### src/rtl/rv32v_element_sequencer_if.sv
// Dispatch-side request and lane-side issue bundle for the RV32V element sequencer.
interface rv32v_element_sequencer_if #(
    parameter int unsigned VLEN  = 64,
    parameter int unsigned LANES = 2
);
    localparam int unsigned VLENB = VLEN / 8;
    localparam int unsigned EW    = $clog2(VLEN);
    localparam int unsigned VLW   = EW + 1;
    localparam int unsigned BW    = $clog2(VLENB);

    logic             req_valid;
    logic             req_ready;
    logic [VLW-1:0]   req_vl;
    logic [EW-1:0]    req_vstart;
    logic [1:0]       req_vsew;
    logic [2:0]       req_vlmul;
    logic             flush;

    logic             issue_valid;
    logic             issue_ready;
    logic [EW-1:0]    issue_eidx;
    logic [LANES-1:0] issue_mask;
    logic [2:0]       issue_vreg_off;
    logic [BW-1:0]    issue_byte_off;
    logic             issue_last;
    logic             done;
    logic             error;

    // Dispatch / datapath side
    modport master (
        output req_valid, req_vl, req_vstart, req_vsew, req_vlmul, flush, issue_ready,
        input  req_ready, issue_valid, issue_eidx, issue_mask, issue_vreg_off,
               issue_byte_off, issue_last, done, error
    );

    // Sequencer side
    modport slave (
        input  req_valid, req_vl, req_vstart, req_vsew, req_vlmul, flush, issue_ready,
        output req_ready, issue_valid, issue_eidx, issue_mask, issue_vreg_off,
               issue_byte_off, issue_last, done, error
    );
endinterface

### src/rtl/rv32v_element_sequencer.sv
// Walks one vector instruction's active element range and issues LANES-wide beats.
module rv32v_element_sequencer #(
    parameter int unsigned VLEN  = 64,
    parameter int unsigned LANES = 2
) (
    input logic                       CLK,
    input logic                       nRST,
    rv32v_element_sequencer_if.slave  bus
);
    localparam int unsigned VLENB = VLEN / 8;
    localparam int unsigned EW    = $clog2(VLEN);
    localparam int unsigned VLW   = EW + 1;
    localparam int unsigned BW    = $clog2(VLENB);
    localparam int unsigned SW    = EW + 2;

    typedef enum logic [1:0] {
        IDLE  = 2'd0,
        ISSUE = 2'd1,
        DONE  = 2'd2
    } state_t;

    state_t           state_q, state_d;
    logic [EW-1:0]    eidx_q, eidx_d;
    logic [VLW-1:0]   vl_q, vl_n;
    logic [EW-1:0]    vstart_q, vstart_n;
    logic [1:0]       vsew_q, vsew_n;
    logic             err_q, err_n;

    logic             accept;
    logic             illegal;
    logic             empty;
    logic [VLW-1:0]   vlmax;
    logic [SW-1:0]    byte_addr;

    logic             valid_q, valid_d;
    logic [EW-1:0]    oeidx_q, oeidx_d;
    logic [LANES-1:0] mask_q, mask_d;
    logic [2:0]       vreg_q, vreg_d;
    logic [BW-1:0]    boff_q, boff_d;
    logic             last_q, last_d;
    logic             done_q, done_d;
    logic             error_q, error_d;

    // Flush blocks acceptance combinationally; otherwise ready only in IDLE.
    assign bus.req_ready = (state_q == IDLE) && !bus.flush;
    assign accept        = bus.req_valid && bus.req_ready;

    // Request classification: VLMAX = VLENB * LMUL / sew_bytes, all shifts.
    assign vlmax   = (VLW'(VLENB) << bus.req_vlmul[1:0]) >> bus.req_vsew;
    assign illegal = (bus.req_vsew == 2'b11) || bus.req_vlmul[2] || (bus.req_vl > vlmax);
    assign empty   = (bus.req_vl == '0) || (VLW'(bus.req_vstart) >= bus.req_vl);

    // State register
    always_ff @(posedge CLK) begin
        if (!nRST) begin
            state_q <= IDLE;
        end else begin
            state_q <= state_d;
        end
    end

    // Next-state and element-pointer logic; flush overrides everything
    always_comb begin
        state_d  = state_q;
        eidx_d   = eidx_q;
        vl_n     = vl_q;
        vstart_n = vstart_q;
        vsew_n   = vsew_q;
        err_n    = err_q;
        if (accept) begin
            vl_n     = bus.req_vl;
            vstart_n = bus.req_vstart;
            vsew_n   = bus.req_vsew;
            err_n    = illegal;
        end
        unique case (state_q)
            IDLE: begin
                if (accept) begin
                    if (illegal || empty) begin
                        state_d = DONE;
                    end else begin
                        state_d = ISSUE;
                        eidx_d  = bus.req_vstart & ~EW'(LANES - 1);
                    end
                end
            end
            ISSUE: begin
                if (valid_q && bus.issue_ready) begin
                    if (last_q) begin
                        state_d = DONE;
                    end else begin
                        eidx_d = eidx_q + EW'(LANES);
                    end
                end
            end
            DONE:    state_d = IDLE;
            default: state_d = IDLE;
        endcase
        if (bus.flush) begin
            state_d = IDLE;
        end
    end

    // Next values of the registered beat outputs, derived from the next state
    always_comb begin
        valid_d   = 1'b0;
        oeidx_d   = '0;
        mask_d    = '0;
        vreg_d    = '0;
        boff_d    = '0;
        last_d    = 1'b0;
        done_d    = (state_d == DONE);
        error_d   = (state_d == DONE) && err_n;
        byte_addr = SW'(eidx_d) << vsew_n;
        if (state_d == ISSUE) begin
            valid_d = 1'b1;
            oeidx_d = eidx_d;
            vreg_d  = 3'(byte_addr >> BW);
            boff_d  = byte_addr[BW-1:0];
            last_d  = (VLW'(eidx_d) + VLW'(LANES)) >= vl_n;
            for (int i = 0; i < LANES; i++) begin
                mask_d[i] = ((VLW'(eidx_d) + VLW'(i)) >= VLW'(vstart_n)) &&
                            ((VLW'(eidx_d) + VLW'(i)) < vl_n);
            end
        end
    end

    // Captured request, element pointer and output registers
    always_ff @(posedge CLK) begin
        if (!nRST) begin
            eidx_q   <= '0;
            vl_q     <= '0;
            vstart_q <= '0;
            vsew_q   <= '0;
            err_q    <= 1'b0;
            valid_q  <= 1'b0;
            oeidx_q  <= '0;
            mask_q   <= '0;
            vreg_q   <= '0;
            boff_q   <= '0;
            last_q   <= 1'b0;
            done_q   <= 1'b0;
            error_q  <= 1'b0;
        end else begin
            eidx_q   <= eidx_d;
            vl_q     <= vl_n;
            vstart_q <= vstart_n;
            vsew_q   <= vsew_n;
            err_q    <= err_n;
            valid_q  <= valid_d;
            oeidx_q  <= oeidx_d;
            mask_q   <= mask_d;
            vreg_q   <= vreg_d;
            boff_q   <= boff_d;
            last_q   <= last_d;
            done_q   <= done_d;
            error_q  <= error_d;
        end
    end

    assign bus.issue_valid    = valid_q;
    assign bus.issue_eidx     = oeidx_q;
    assign bus.issue_mask     = mask_q;
    assign bus.issue_vreg_off = vreg_q;
    assign bus.issue_byte_off = boff_q;
    assign bus.issue_last     = last_q;
    assign bus.done           = done_q;
    assign bus.error          = error_q;
endmodule
### src/flat_wrapper.sv
// flat-port wrapper written by rule: the top's interface ports become plain ports
module rv32v_element_sequencer_flat 
#(
    parameter int unsigned VLEN  = 64,
    parameter int unsigned LANES = 2
)
  (CLK, nRST, bus_req_valid, bus_req_vl, bus_req_vstart, bus_req_vsew, bus_req_vlmul, bus_flush, bus_issue_ready, bus_req_ready, bus_issue_valid, bus_issue_eidx, bus_issue_mask, bus_issue_vreg_off, bus_issue_byte_off, bus_issue_last, bus_done, bus_error);
  rv32v_element_sequencer_if #(.VLEN(VLEN), .LANES(LANES)) bus_i ();
  input logic CLK;
  input logic nRST;
  input wire logic [$bits(bus_i.req_valid)-1:0] bus_req_valid;
  input wire logic [$bits(bus_i.req_vl)-1:0] bus_req_vl;
  input wire logic [$bits(bus_i.req_vstart)-1:0] bus_req_vstart;
  input wire logic [$bits(bus_i.req_vsew)-1:0] bus_req_vsew;
  input wire logic [$bits(bus_i.req_vlmul)-1:0] bus_req_vlmul;
  input wire logic [$bits(bus_i.flush)-1:0] bus_flush;
  input wire logic [$bits(bus_i.issue_ready)-1:0] bus_issue_ready;
  output wire logic [$bits(bus_i.req_ready)-1:0] bus_req_ready;
  output wire logic [$bits(bus_i.issue_valid)-1:0] bus_issue_valid;
  output wire logic [$bits(bus_i.issue_eidx)-1:0] bus_issue_eidx;
  output wire logic [$bits(bus_i.issue_mask)-1:0] bus_issue_mask;
  output wire logic [$bits(bus_i.issue_vreg_off)-1:0] bus_issue_vreg_off;
  output wire logic [$bits(bus_i.issue_byte_off)-1:0] bus_issue_byte_off;
  output wire logic [$bits(bus_i.issue_last)-1:0] bus_issue_last;
  output wire logic [$bits(bus_i.done)-1:0] bus_done;
  output wire logic [$bits(bus_i.error)-1:0] bus_error;
  assign bus_i.req_valid = bus_req_valid;
  assign bus_i.req_vl = bus_req_vl;
  assign bus_i.req_vstart = bus_req_vstart;
  assign bus_i.req_vsew = bus_req_vsew;
  assign bus_i.req_vlmul = bus_req_vlmul;
  assign bus_i.flush = bus_flush;
  assign bus_i.issue_ready = bus_issue_ready;
  assign bus_req_ready = bus_i.req_ready;
  assign bus_issue_valid = bus_i.issue_valid;
  assign bus_issue_eidx = bus_i.issue_eidx;
  assign bus_issue_mask = bus_i.issue_mask;
  assign bus_issue_vreg_off = bus_i.issue_vreg_off;
  assign bus_issue_byte_off = bus_i.issue_byte_off;
  assign bus_issue_last = bus_i.issue_last;
  assign bus_done = bus_i.done;
  assign bus_error = bus_i.error;
  rv32v_element_sequencer #(.VLEN(VLEN), .LANES(LANES)) u_core (.CLK(CLK), .nRST(nRST), .bus(bus_i));
endmodule
### config.mk
export PLATFORM = sky130hd
export DESIGN_NAME = rv32v_element_sequencer_flat
export DESIGN_NICKNAME = d
export VERILOG_FILES = /design/src/rtl/rv32v_element_sequencer_if.sv /design/src/rtl/rv32v_element_sequencer.sv /design/src/flat_wrapper.sv
export SDC_FILE = /design/constraint.sdc
export NUM_CORES = 1
export LEC_CHECK = 0
export BUFFER_PORTS_ARGS = -buffer_cell sky130_fd_sc_hd__clkbuf_2
export CAP_MARGIN = 40
export CORE_MARGIN = 2
export CORE_UTILIZATION = 57
export CTS_CLUSTER_DIAMETER = 40
export DETAILED_ROUTE_END_ITERATION = 7
export GPL_TIMING_DRIVEN = 1
export PLACE_DENSITY = 0.8
export SYNTH_ARGS = -nofsm -noshare
export SYNTH_HDL_FRONTEND = slang
export SYNTH_SLANG_ARGS = --single-unit
### constraint.sdc
create_clock -name CLK -period 4.47 [get_ports CLK]
set_input_delay 0 -clock CLK [delete_from_list [all_inputs] [get_ports CLK]]
set_output_delay 0 -clock CLK [all_outputs]
set_load 0.005 [all_outputs]
Word-level counts from Yosys, hierarchy flattened
Cells that the tools add are included.

Flip-flop bits (word level): 42. Input bits: 23. Output and inout port bits: 19.

Add/sub/neg operators: 3. Order comparisons: 7. Equality and inequality tests: 4. Shift-type cells: 3. Multiplexer cells: 16. Reductions and logical operators: 14.

Operators with widths (number): $mux 6 (5); $mux 2 (6); $pmux 6 s2 (1); $add 6x1->7 const B (1); $add 6x2->7 const B (1); $ge 6x7->1 (1); $ge 7x6->1 (1); $ge 7x7->1 (1); $gt 7x7->1 (1); $logic_not 7->1 (1); $lt 6x7->1 (1); $lt 7x7->1 (1); $mux 7 (1); $shl 4x2->7 const A (1); $shr 7x2->7 (1); $add 6x2->6 const B (1); $ge 6x6->1 (1); $logic_and 1x1->1 (6); $shl 6x2->6 (1); $eq 2x1->1 const B (2); $eq 2x2->1 const B (2); $logic_or 1x1->1 (4); $pmux 2 s2 (1); $logic_not 2->1 (1); other kinds (3) (4).

Longest topological paths before layout
Depth in word-level cells: 11. Depth in mapped cells: 23.

Worst setup path before layout
Ideal clock, no wire load.

Path type: input -> register. Start: input bus_req_vsew[0]. End: register u_core.mask_q[1], in the netlist u_core.bus.issue_mask[1]. Arrival time: 3.577 ns. Required time: 4.411 ns. Slack: 0.834 ns. Stages: 21. Buffers on the path: 1. Cell sequence: buf_6 nor2_1 a21oi_1 mux2_2 ha_1 a21oi_1 a21o_2 o2111ai_1 a221o_2 nand2_1 inv_1 ha_1 ha_1 nor2b_1 o21a_1 o21a_1 o21a_1 o21ai_0 nand2b_1 a21oi_1 o311a_1.

Longest elaborated chain between the ends: 10. Elaborated cells on any way between the ends: 19. Those cells by class: add/sub: 1; order compare: 3; eq/ne: 2; shift: 1; mux: 7; reduce/logical: 5.

RTL lines: start, declared (RTL line flat_wrapper.sv:14) `input wire logic [$bits(bus_i.req_vsew)-1:0] bus_req_vsew;`; $shr 7x2->7 / $eq 2x2->1 (equally long branches) (RTL line rv32v_element_sequencer.sv:49, rv32v_element_sequencer.sv:50); $gt 7x7->1 / $logic_or 1x1->1 (equally long branches) (RTL line rv32v_element_sequencer.sv:50) `assign illegal = (bus.req_vsew == 2'b11) || bus.req_vlmul[2] || (bus.req_vl > vlmax);`; $logic_or 1x1->1 (*) (RTL line rv32v_element_sequencer.sv:50); $logic_or 1x1->1 (*) (RTL line rv32v_element_sequencer.sv:79) `if (illegal || empty) begin`; $mux 6 (*) (RTL line rv32v_element_sequencer.sv:79); $mux 6 (*) (RTL line rv32v_element_sequencer.sv:78) `if (accept) begin`; $pmux 6 s2 (*) (RTL line rv32v_element_sequencer.sv:76) `unique case (state_q)`; named net u_core.eidx_d[0] (RTL line rv32v_element_sequencer.sv:23) `logic [EW-1:0] eidx_q, eidx_d;`; $add 6x1->7 (*) (RTL line rv32v_element_sequencer.sv:122, rv32v_element_sequencer.sv:123); $ge 7x6->1 / $lt 7x7->1 (equally long branches) (RTL line rv32v_element_sequencer.sv:122, rv32v_element_sequencer.sv:123); $logic_and 1x1->1 (*) (RTL line rv32v_element_sequencer.sv:122) `mask_d[i] = ((VLW'(eidx_d) + VLW'(i)) >= VLW'(vstart_n)) &&`; end signal, assigned (RTL line rv32v_element_sequencer.sv:152) `mask_q <= mask_d;`; end, declared (RTL line rv32v_element_sequencer.sv:37) `logic [LANES-1:0] mask_q, mask_d;`.

Mark *: on every way through the listed nets, which the timed path passes. The rest lies on a longest branch. A chain may end at the register's enable or synchronous reset.

Worst setup path after layout
Same ends and word-level chain as after synthesis.

==> impl_results.md <==
- Status: finished clean
- Worst clock skew: around 5.3 ps
- Worst-Skew Late Latency: ~310 ps
- CTS max path bufs: 2
- Crit-path max FO: 8
- Routed WL: slightly below 7 mm
- Design Area, Final: around 3200 sq um
- Row Count: 25
- Area contributors post-synth: dfxtp_1, ha_1, nor2_1, a21oi_1, mux2i_1
- Post-DP HPWL: around 5.2 mm
- Hold Crit Class: input port to flop
- Port bufs: between 40 and 50
- RSZ-0062 raised after global routing: no
- Commonest non-fill, non-tap cell in the layout: ha_1
- Synth async-reset ratio: 0%
- Sink Count: 42
- Die Y: between 70 and 80 um
- Wire length on met3: between 400 and 500 um
- Cell taking the most area after synthesis: dfxtp_1
- Worst Path Arrival: between 3000 and 4000 ps
- Setup violators final: 0
- Peak Freq: ~270 MHz
- DRC: 0
- Initial Util: ~60%
- Iteration-0 DRC count of the detailed router: 167
- Fin util: around two thirds
- Register area share after synthesis: 29.43%
- Nets: between 400 and 500
- First-pass GRT wire length: about 11 mm
- Leak: approximately 1.5 nW
- Met2 WL: 3.271 mm
- TritonCTS Buffers: 5
- Number of synthesized register bits: 42
- Final worst path period need: around 3700 ps
- Period utilization: between 80% and 90%
- Layout cell share with drive strength beyond 1: between 10% and 20%
- Cell variety after synth: 53
- Commonest non-fill, non-tap cells in the layout: ha_1, dfxtp_1, clkbuf_2
- CTS HTree Levels: 2
- CP max-delay cell: a221o_2
- Global route total overflow: 0
- Largest net degree at the start of global routing: 22
- DR top layer: met4
- Area share of the largest cell type after synthesis: roughly 29%
- Post-DP Area: between 3000 and 4000 sq um
- Via count: 2502
- Req. time, crit path: around 4700 ps
- Relative slew slack: a little over half
- Number of vias per cell: 5.648
- Num ports: 42
- Final ANT Viol Nets: 0
- Cells after Synth: 330
- Core area: ~4800 sq um
- Setup Crit Path Kind: input port to flop
- EDFF count, synth: 0
- Syn Nets: 400
- GP Congestion: between 0.8 and 0.9
- Drt first pass iters: 4
- CTS Root Cell: clkbuf_8
- WL per Instance: 15.20 um
- Initial antenna violation count: 0
- Warnings from Yosys: 0
- Post-Syn Area per Cell: 8.656 sq um
- Critical path, cell by cell: clkbuf_2 -> nand2_1 -> nor2_1 -> a21oi_1 -> mux2_2 -> ha_1 -> a21oi_1 -> a21o_2 -> o2111ai_1 -> a221o_2 -> nand2_1 -> inv_1 -> ha_1 -> ha_1 -> nor2b_1 -> o21a_1 -> o21a_1 -> o21a_1 -> o21ai_0 -> nand2b_1 -> a21oi_1 -> o311a_1
- Synth-to-layout area growth: 13.36%
- Worst IR drop on VDD: 140.7 uV
- Critical Path Sink Type: flop
- # diodes: 0
- Number of global-route vias before repair: 2374
- Worst-path clk slew: 80 ps
- Fin Setup TNS: 0 ps
- Total track usage: a little over a quarter
- Slew Limit Fails: 0
- CTS tree: done
- WL met1: 2.948 mm
- Post-synth design cell area: about 2900 sq um
- Hold Violations, Final: 0
- Pwr/cell area: about 260 nW/um^2
- Critical Path Source Type: input port
- Peak per-stage delay on the critical path: ~480 ps
- Die area: 5594 sq um
- # Post-CTS Setup Buffers: 0
- Total of max-cap violations: 0
- Dominant synthesized flop cell: dfxtp_1
- Die W: around 75 um
- Slew @ Worst Pin: 680.0 ps
[power by group]
part,leakage (nW),switching (mW),internal [mW]
registers,0.341,0.00424,0.383
logic,1.15,0.113,0.0863
clock network,0.0489,0.141,0.128
total,1.54,0.259,0.597
[Yosys cell counts (2+ instances only)]
cell type  instances
ha_1              47
dfxtp_1           42
nor2_1            39
nand2_1           24
a21oi_1           19
inv_1             19
nand3_1           11
o21ai_0           11
mux2i_1            9
xnor2_1            9
nand2b_1           8
and2_1             7
nor2b_1            7
o21a_1             7
clkbuf_1           6
a211oi_1           5
and3_1             5
nand4_1            4
a21o_1             3
o211ai_1           3
o22ai_1            3
a221o_2            2
a221oi_2           2
a31oi_1            2
and3_2             2
buf_6              2
mux2_2             2
nand3b_1           2
nor2_2             2
nor3_1             2
or3_1              2
[area by class of cell]
| type | count | area [sq um] |
|---|---|---|
| Multi-Input combinational cell | 259 | 1891 |
| Fill cell | 384 | 1548 |
| Sequential cell | 42 | 840.8 |
| Timing Repair Buffer | 47 | 252.7 |
| Clock buffer | 7 | 86.33 |
| Tap cell | 67 | 83.83 |
| Inverter | 20 | 75.07 |
| Clock inverter | 1 | 8.758 |
[sequential cells by signal, summed over array words and instances (netlist names), 2 cells and up]
name / cells
u_core.bus.issue_vreg_off: 3
u_core.vstart_q: 6
u_core.bus.issue_mask: 2
u_core.vl_q: 7
u_core.state_q: 2
u_core.vsew_q: 2
u_core.eidx_q: 6
u_core.bus.issue_eidx: 6
u_core.bus.issue_byte_off: 3
[repair_timing]
item | CTS | global route
hold buffers | 1 | 0
endpoints found under the hold margin | 4 | 0
resized for setup | 0 | 0
[cells by family (layout without fill, tap and decap cells)]
family | Yosys count | count (layout) | share of synthesized area [%]
AND/OR/NAND/NOR | 125 | 125 | 22.34
buffers and inverters | 29 | 75 | 4.380
flip-flops | 42 | 42 | 29.44
adder cells (fa/ha/maj) | 47 | 47 | 20.59
XOR/XNOR | 10 | 10 | 3.066
multiplexers | 12 | 12 | 4.731
AO/OA/AOI/OAI | 65 | 65 | 15.46
[routing by layer]
metal | up-vias | GRT usage (%)
met4 | 0 | 9.722
met3 | 8 | 5.489
met2 | 74 | 44.84
li1 | 1256 | -
met5 | - | 0
met1 | 1164 | 34.38
[worst paths after layout]
check	from	end	slack (ps)	cells past startpoint
max	bus_req_vsew[0]	u_core.bus.issue_mask[1]$_SDFF_PN0_	780	22
max reg2reg	u_core.state_q[0]$_SDFF_PN0_	u_core.bus.issue_mask[1]$_SDFF_PN0_	840	17
min reg2reg	u_core.err_q$_SDFF_PN0_	u_core.err_q$_SDFF_PN0_	470	2
min	bus_flush	u_core.state_q[1]$_SDFF_PN0_	60	4
[per-stage QoR]
stage	cells	total power [mW]	hold slack, ps	setup slack (ps)
after floorplan	330	0.5344	26.05	833.7
after global placement	433	0.5831	278.2	597.0
after detailed placement	434	0.5924	281.0	495.7
after CTS	443	0.8576	49.62	792.5
after global routing	443	0.9075	104.0	421.5
final	443	0.8565	58.34	777.7
[worst max-delay path: cells and delay by family]
| kind | cells | cell delay [ps] |
|---|---|---|
| fa+ha+maj | 3 | 920 |
| buf+inv | 2 | 320 |
| compound gates | 11 | 1900 |
| mux | 1 | 270 |
| simple gates | 5 | 530 |
(Power assumes the default switching activity.)
